## config.mk

```make
export PLATFORM = sky130hd
export DESIGN_NAME = acc_unit_flat
export DESIGN_NICKNAME = d
export VERILOG_FILES = /design/src/rtl/acc_unit_if.sv /design/src/rtl/acc_unit.sv /design/src/flat_wrapper.sv
export SDC_FILE = /design/constraint.sdc
export NUM_CORES = 1
export LEC_CHECK = 0
export ABC_AREA = 1
export CAP_MARGIN = 20
export CORE_UTILIZATION = 60
export DETAILED_ROUTE_END_ITERATION = 16
export GPL_ROUTABILITY_DRIVEN = 0
export HOLD_SLACK_MARGIN = 0.15
export MAX_ROUTING_LAYER = met4
export PLACE_DENSITY = 0.87
export SLEW_MARGIN = 20
export SYNTH_ARGS = -nofsm -noshare
export SYNTH_HDL_FRONTEND = slang
export SYNTH_SLANG_ARGS = --single-unit
```

## constraint.sdc

```tcl
create_clock -name clk -period 3.24 [get_ports clk]
set_clock_uncertainty 0.05 [all_clocks]
set_input_delay 0.648 -clock clk [delete_from_list [all_inputs] [get_ports clk]]
set_output_delay 0.648 -clock clk [all_outputs]
set_load 0.02 [all_outputs]
```

## src/rtl/acc_unit_if.sv

```systemverilog
// ============================================================================
// acc_unit_if : op request / result bundle between control unit and acc_unit
// Rev 1.0
// ============================================================================
`default_nettype none

interface acc_unit_if #(
  parameter int WIDTH = 8,
  parameter int SH_W  = $clog2(WIDTH)
);
  logic             in_valid;
  logic             in_ready;
  logic [2:0]       op;
  logic [WIDTH-1:0] d;
  logic [SH_W-1:0]  shamt;
  logic [WIDTH-1:0] q;
  logic             flag_z;
  logic             flag_n;
  logic             flag_c;
  logic             flag_v;
  logic             busy;

  modport master (
    output in_valid, op, d, shamt,
    input  in_ready, q, flag_z, flag_n, flag_c, flag_v, busy
  );

  modport slave (
    input  in_valid, op, d, shamt,
    output in_ready, q, flag_z, flag_n, flag_c, flag_v, busy
  );
endinterface

`default_nettype wire

```

## src/rtl/acc_unit.sv

```systemverilog
// ============================================================================
// acc_unit : parametrised accumulator with op-coded ALU and multi-cycle shifts
// Rev 1.0
// ============================================================================
`default_nettype none

module acc_unit #(
  parameter int               WIDTH     = 8,
  parameter logic [WIDTH-1:0] RESET_VAL = '0,
  parameter int               SH_W      = $clog2(WIDTH)
) (
  input  logic       clk,
  input  logic       rst_n,
  acc_unit_if.slave  bus
);

  localparam logic [2:0] OP_NOP  = 3'b000;
  localparam logic [2:0] OP_LOAD = 3'b001;
  localparam logic [2:0] OP_ADD  = 3'b010;
  localparam logic [2:0] OP_SUB  = 3'b011;
  localparam logic [2:0] OP_AND  = 3'b100;
  localparam logic [2:0] OP_CLR  = 3'b101;
  localparam logic [2:0] OP_SHL  = 3'b110;
  localparam logic [2:0] OP_SHR  = 3'b111;

  typedef enum logic [0:0] {
    IDLE  = 1'b0,
    SHIFT = 1'b1
  } state_t;

  state_t           state_q, state_d;
  logic [SH_W-1:0]  cnt_q,   cnt_d;
  logic             dir_q,   dir_d;   // 1 = shift right
  logic [WIDTH-1:0] acc_q,   acc_d;
  logic             c_q,     c_d;
  logic             v_q,     v_d;
  logic [WIDTH:0]   sum;
  logic [WIDTH:0]   diff;

  // Returns {bit shifted out, shifted value}
  function automatic logic [WIDTH:0] shift_step(input logic [WIDTH-1:0] a, input logic right);
    if (right) shift_step = {a[0], 1'b0, a[WIDTH-1:1]};
    else       shift_step = {a[WIDTH-1], a[WIDTH-2:0], 1'b0};
  endfunction

  always_comb begin
    state_d = state_q;
    cnt_d   = cnt_q;
    dir_d   = dir_q;
    acc_d   = acc_q;
    c_d     = c_q;
    v_d     = v_q;
    sum     = {1'b0, acc_q} + {1'b0, bus.d};
    diff    = {1'b0, acc_q} - {1'b0, bus.d};

    case (state_q)
      IDLE: begin
        if (bus.in_valid) begin
          case (bus.op)
            OP_NOP: ;
            OP_LOAD: begin acc_d = bus.d;        c_d = 1'b0; v_d = 1'b0; end
            OP_AND:  begin acc_d = acc_q & bus.d; c_d = 1'b0; v_d = 1'b0; end
            OP_CLR:  begin acc_d = '0;           c_d = 1'b0; v_d = 1'b0; end
            OP_ADD: begin
              acc_d = sum[WIDTH-1:0];
              c_d   = sum[WIDTH];
              v_d   = (acc_q[WIDTH-1] == bus.d[WIDTH-1]) && (sum[WIDTH-1] != acc_q[WIDTH-1]);
            end
            OP_SUB: begin
              acc_d = diff[WIDTH-1:0];
              c_d   = diff[WIDTH];
              v_d   = (acc_q[WIDTH-1] != bus.d[WIDTH-1]) && (diff[WIDTH-1] != acc_q[WIDTH-1]);
            end
            OP_SHL, OP_SHR: begin
              // Zero-length shift leaves C/V untouched
              if (bus.shamt != '0) begin
                {c_d, acc_d} = shift_step(acc_q, bus.op == OP_SHR);
                v_d          = 1'b0;
                if (bus.shamt != SH_W'(1)) begin
                  state_d = SHIFT;
                  cnt_d   = bus.shamt - SH_W'(1);
                  dir_d   = (bus.op == OP_SHR);
                end
              end
            end
            default: ;
          endcase
        end
      end
      SHIFT: begin
        {c_d, acc_d} = shift_step(acc_q, dir_q);
        v_d          = 1'b0;
        cnt_d        = cnt_q - SH_W'(1);
        if (cnt_q == SH_W'(1)) state_d = IDLE;
      end
      default: state_d = IDLE;
    endcase
  end

  always_ff @(posedge clk or negedge rst_n) begin
    if (!rst_n) begin
      state_q <= IDLE;
      cnt_q   <= '0;
      dir_q   <= 1'b0;
      acc_q   <= RESET_VAL;
      c_q     <= 1'b0;
      v_q     <= 1'b0;
    end else begin
      state_q <= state_d;
      cnt_q   <= cnt_d;
      dir_q   <= dir_d;
      acc_q   <= acc_d;
      c_q     <= c_d;
      v_q     <= v_d;
    end
  end

  assign bus.q        = acc_q;
  assign bus.flag_z   = (acc_q == '0);
  assign bus.flag_n   = acc_q[WIDTH-1];
  assign bus.flag_c   = c_q;
  assign bus.flag_v   = v_q;
  assign bus.in_ready = (state_q == IDLE);
  assign bus.busy     = (state_q == SHIFT);

endmodule

`default_nettype wire
```

## src/flat_wrapper.sv

```systemverilog
// flat-port wrapper written by rule: the top's interface ports become plain ports
module acc_unit_flat 
#(
  parameter int               WIDTH     = 8,
  parameter logic [WIDTH-1:0] RESET_VAL = '0,
  parameter int               SH_W      = $clog2(WIDTH)
)
  (clk, rst_n, bus_in_valid, bus_op, bus_d, bus_shamt, bus_in_ready, bus_q, bus_flag_z, bus_flag_n, bus_flag_c, bus_flag_v, bus_busy);
  acc_unit_if #(.WIDTH(WIDTH), .SH_W(SH_W)) bus_i ();
  input  logic clk;
  input  logic rst_n;
  input wire logic [$bits(bus_i.in_valid)-1:0] bus_in_valid;
  input wire logic [$bits(bus_i.op)-1:0] bus_op;
  input wire logic [$bits(bus_i.d)-1:0] bus_d;
  input wire logic [$bits(bus_i.shamt)-1:0] bus_shamt;
  output wire logic [$bits(bus_i.in_ready)-1:0] bus_in_ready;
  output wire logic [$bits(bus_i.q)-1:0] bus_q;
  output wire logic [$bits(bus_i.flag_z)-1:0] bus_flag_z;
  output wire logic [$bits(bus_i.flag_n)-1:0] bus_flag_n;
  output wire logic [$bits(bus_i.flag_c)-1:0] bus_flag_c;
  output wire logic [$bits(bus_i.flag_v)-1:0] bus_flag_v;
  output wire logic [$bits(bus_i.busy)-1:0] bus_busy;
  assign bus_i.in_valid = bus_in_valid;
  assign bus_i.op = bus_op;
  assign bus_i.d = bus_d;
  assign bus_i.shamt = bus_shamt;
  assign bus_in_ready = bus_i.in_ready;
  assign bus_q = bus_i.q;
  assign bus_flag_z = bus_i.flag_z;
  assign bus_flag_n = bus_i.flag_n;
  assign bus_flag_c = bus_i.flag_c;
  assign bus_flag_v = bus_i.flag_v;
  assign bus_busy = bus_i.busy;
  acc_unit #(.WIDTH(WIDTH), .RESET_VAL(RESET_VAL), .SH_W(SH_W)) u_core (.clk(clk), .rst_n(rst_n), .bus(bus_i));
endmodule
```

==> impl_results.md <==
* Grt ovf at 0
* Worst-path cell chain: inv_1 -> nand3_1 -> nor3_1 -> clkdlybuf4s50_1
* Status: completed
* Reg power frac at 0.196
* Synthesized flop and latch total at 15
* Layout cells sized above 1 at 0.0778
* CTS HTree Levels at 1
* 1st-iter DRT viols at between 200 and 300
* Asr flop ratio synth at 1.00
* Pwr Density at around 840 nW/µm²
* Hpwl dp at between 4 and 5 mm
* Nets@finish at ~400
* Synth area leader: dfrtp_1
* DR WL/cell at between 10 and 15 µm
* Prevailing post-synth register cell: dfrtp_1
* Post-synthesis cell area at 2100 µm²
* FP Rows at 21
* Clock power frac at 0.054
* Worst hold path type: flop to flop
* Total track usage at 0.357
* Vias in the first global route at 2093
* Slew @ Worst Pin at 0.645 ns
* CP Launch Type: flop
* Sink Count at 15
* Internal power at between 0.0009 and 0.001 W
* Avg Inst Size Synth at about 6.3 µm²
* Number of synthesized flops with an enable pin at 0
* Multi-input logic area at approximately 1500 µm²
* Final setup fails at 0
* MaxCap Viol Count at 0
* Area grow syn2layout at 16.1%
* Total wire length at 6.08 mm
* Max Freq at 380 MHz
* Clk pin slew, worst setup/hold paths at approximately 0.090 ns
* Req. time, crit path at between 2 and 3 ns
* Pins Over Slew Limit at 0
* Crit-path max FO at 9
* Post-synth top area share at 0.179
* Total CTS buffers at 3
* Final Cycle Share at 0.813
* Syn nets at 375
* Pre-antenna DRT Iters at 5
* Synth area leaders: dfrtp_1, nand2_1, ha_1, nand3_1, inv_1
* Core Util, Final at 0.730
* CP max stage cell: clkdlybuf4s50_1
* # diodes at 0
* Mapped Cells at ~330
* Vias/cell at 5.79
* Commonest cells in the netlist: nand2_1, inv_1, nand3_1
* Fin. Hold Viols at 0
* Setup Total Neg Slack at 0 ns
* Max_slew headroom at 0.569
* Die width at 61.1 µm
* Post-route minimum period at 2.63 ns
* Yosys warns at 0
* Root buf cell: clkbuf_4
* Worst Setup End Kind: output pin
* Sequential cell area at about 380 µm²
* RSZ-0062 raised after global routing: false
* First-pass GRT wire length at between 9 and 10 mm
* Sw Ratio at 0.559
* Arrival time at the worst endpoint at between 1.5 and 2 ns
* CTS tree: done
* Leak Pwr at around 1.2 nW
* Count leader, synth: nand2_1
* WS Path Type: flop to output pin
* Comb power frac at 0.750
* Filler cell count at 299
* Post-CTS Setup Repair Bufs at 0
* Io pins at 31
* ANT nets after route at 0
* Clk buf depth at 2
* Cell family with most CP delay: buffers and inverters
* Starting density of the core at 0.629
* Max stage delay on crit path at around 0.63 ns
* Peak supply drop at around 0.67 mV
* Port Buffers at 30
* Initial antenna violation count at 0
* Clk_lat worst skew at around 0.29 ns
* Drt drc at 0
* Yosys cell types at 37
* Vias post-DR at roughly 2400
* P_sw at between 0.001 and 0.0015 W
* Die height at ~61 µm
* Pin count of the biggest net entering global routing at 17
* Core area at 3340 µm²
* CP Buf/Inv Count at 2
* Die area at 3740 µm²
* Sequential element share of the synthesized area at 0.179
* Hold Buf Count CTS at 0
* CTS resizes at 0
per-stage QoR:
| stage | hold WS, ns | area [µm²] | power [W] | worst slack, ns | std cells |
|---|---|---|---|---|---|
| floorplan | 0.302 | 2100 | 0.00147 | 1.20 | 334 |
| global placement | 0.449 | 2410 | 0.00186 | 0.581 | 402 |
| detailed placement | 0.447 | 2410 | 0.00189 | 0.538 | 402 |
| CTS | 0.475 | 2440 | 0.00201 | 0.607 | 406 |
| global route | 0.510 | 2440 | 0.00222 | 0.537 | 406 |
| finish | 0.476 | 2440 | 0.00204 | 0.606 | 406 |
power groups by stage:
stage / Combinational (W) / Clock [W] / Sequential (W)
5_1_grt: 0.00169 / 0.000116 / 0.000411
4_1_cts: 0.00151 / 0.000110 / 0.000395
3_3_place_gp: 0.00146 / 0 / 0.000397
2_1_floorplan: 0.00103 / 0 / 0.000440
3_5_place_dp: 0.00149 / 0 / 0.000398
6_report: 0.00153 / 0.000110 / 0.000401
area by class of cell:
class,count,area share
well taps,46,0.0236
repair buffers,31,0.126
flip-flops and latches,15,0.154
clock inverters,1,0.00205
multi-input cells,260,0.608
clock buffers,3,0.00924
inverters,50,0.0770
routing by layer:
| metal | vias to the layer above | track usage | routed length [µm] |
|---|---|---|---|
| met2 | 115 | 0.551 | 2820 |
| met3 | 19 | 0.0483 | 488 |
| met4 | 0 | 0.156 | 145 |
| met5 | - | - | 0 |
| met1 | 1060 | 0.467 | 2620 |
| li1 | 1156 | - | - |
cells by family after synthesis:
logic type | share of synthesized area
flops | 0.179
xor+xnor | 0.00417
fa+ha+maj | 0.150
buf+inv | 0.116
simple gates | 0.366
compound gates | 0.185
state kept, by name, indices dropped and copies added, names as in the netlist:
signal,cells
u_core.bus.busy,1
u_core.cnt_q,3
u_core.bus.flag_v,1
u_core.bus.q,8
u_core.dir_q,1
u_core.bus.flag_c,1
cells in the final DEF, fill, tap and decap left out, types with 3 or more instances in the layout:
master / netlist / final
nor2_2: 7 / 7
o21ai_1: 5 / 5
nand3_1: 38 / 38
inv_2: 4 / 4
clkdlybuf4s50_1: 0 / 30
a21oi_2: 3 / 3
clkbuf_4: 0 / 3
o21a_1: 5 / 5
a22oi_1: 3 / 3
o22ai_1: 10 / 10
nand2_1: 83 / 83
o21ai_0: 9 / 9
nand4_1: 5 / 5
ha_1: 22 / 22
nor2_1: 31 / 31
a21oi_1: 18 / 18
dfrtp_1: 15 / 15
inv_1: 45 / 45
worst paths after layout:
kind                                    from           endpoint  slack, ns  depth (start not counted)
min in group asynchronous              rst_n    u_core.bus.q[6]       0.69                          1
setup / recovery             u_core.bus.q[7]         bus_flag_z       0.61                          4
setup reg to reg             u_core.bus.q[0]    u_core.bus.q[2]       0.99                          9
hold reg to reg            u_core.bus.flag_v  u_core.bus.flag_v       0.48                          2
max in group asynchronous              rst_n    u_core.bus.q[3]       2.04                          1
hold / removal             u_core.bus.flag_v  u_core.bus.flag_v       0.48                          2
worst min-delay path, stage by stage (launching register included):
cell     delay (ns)
dfrtp_1        0.38
nand2_1        0.06
nand2_1        0.06
No activity file was read; power rests on OpenSTA's default activity.
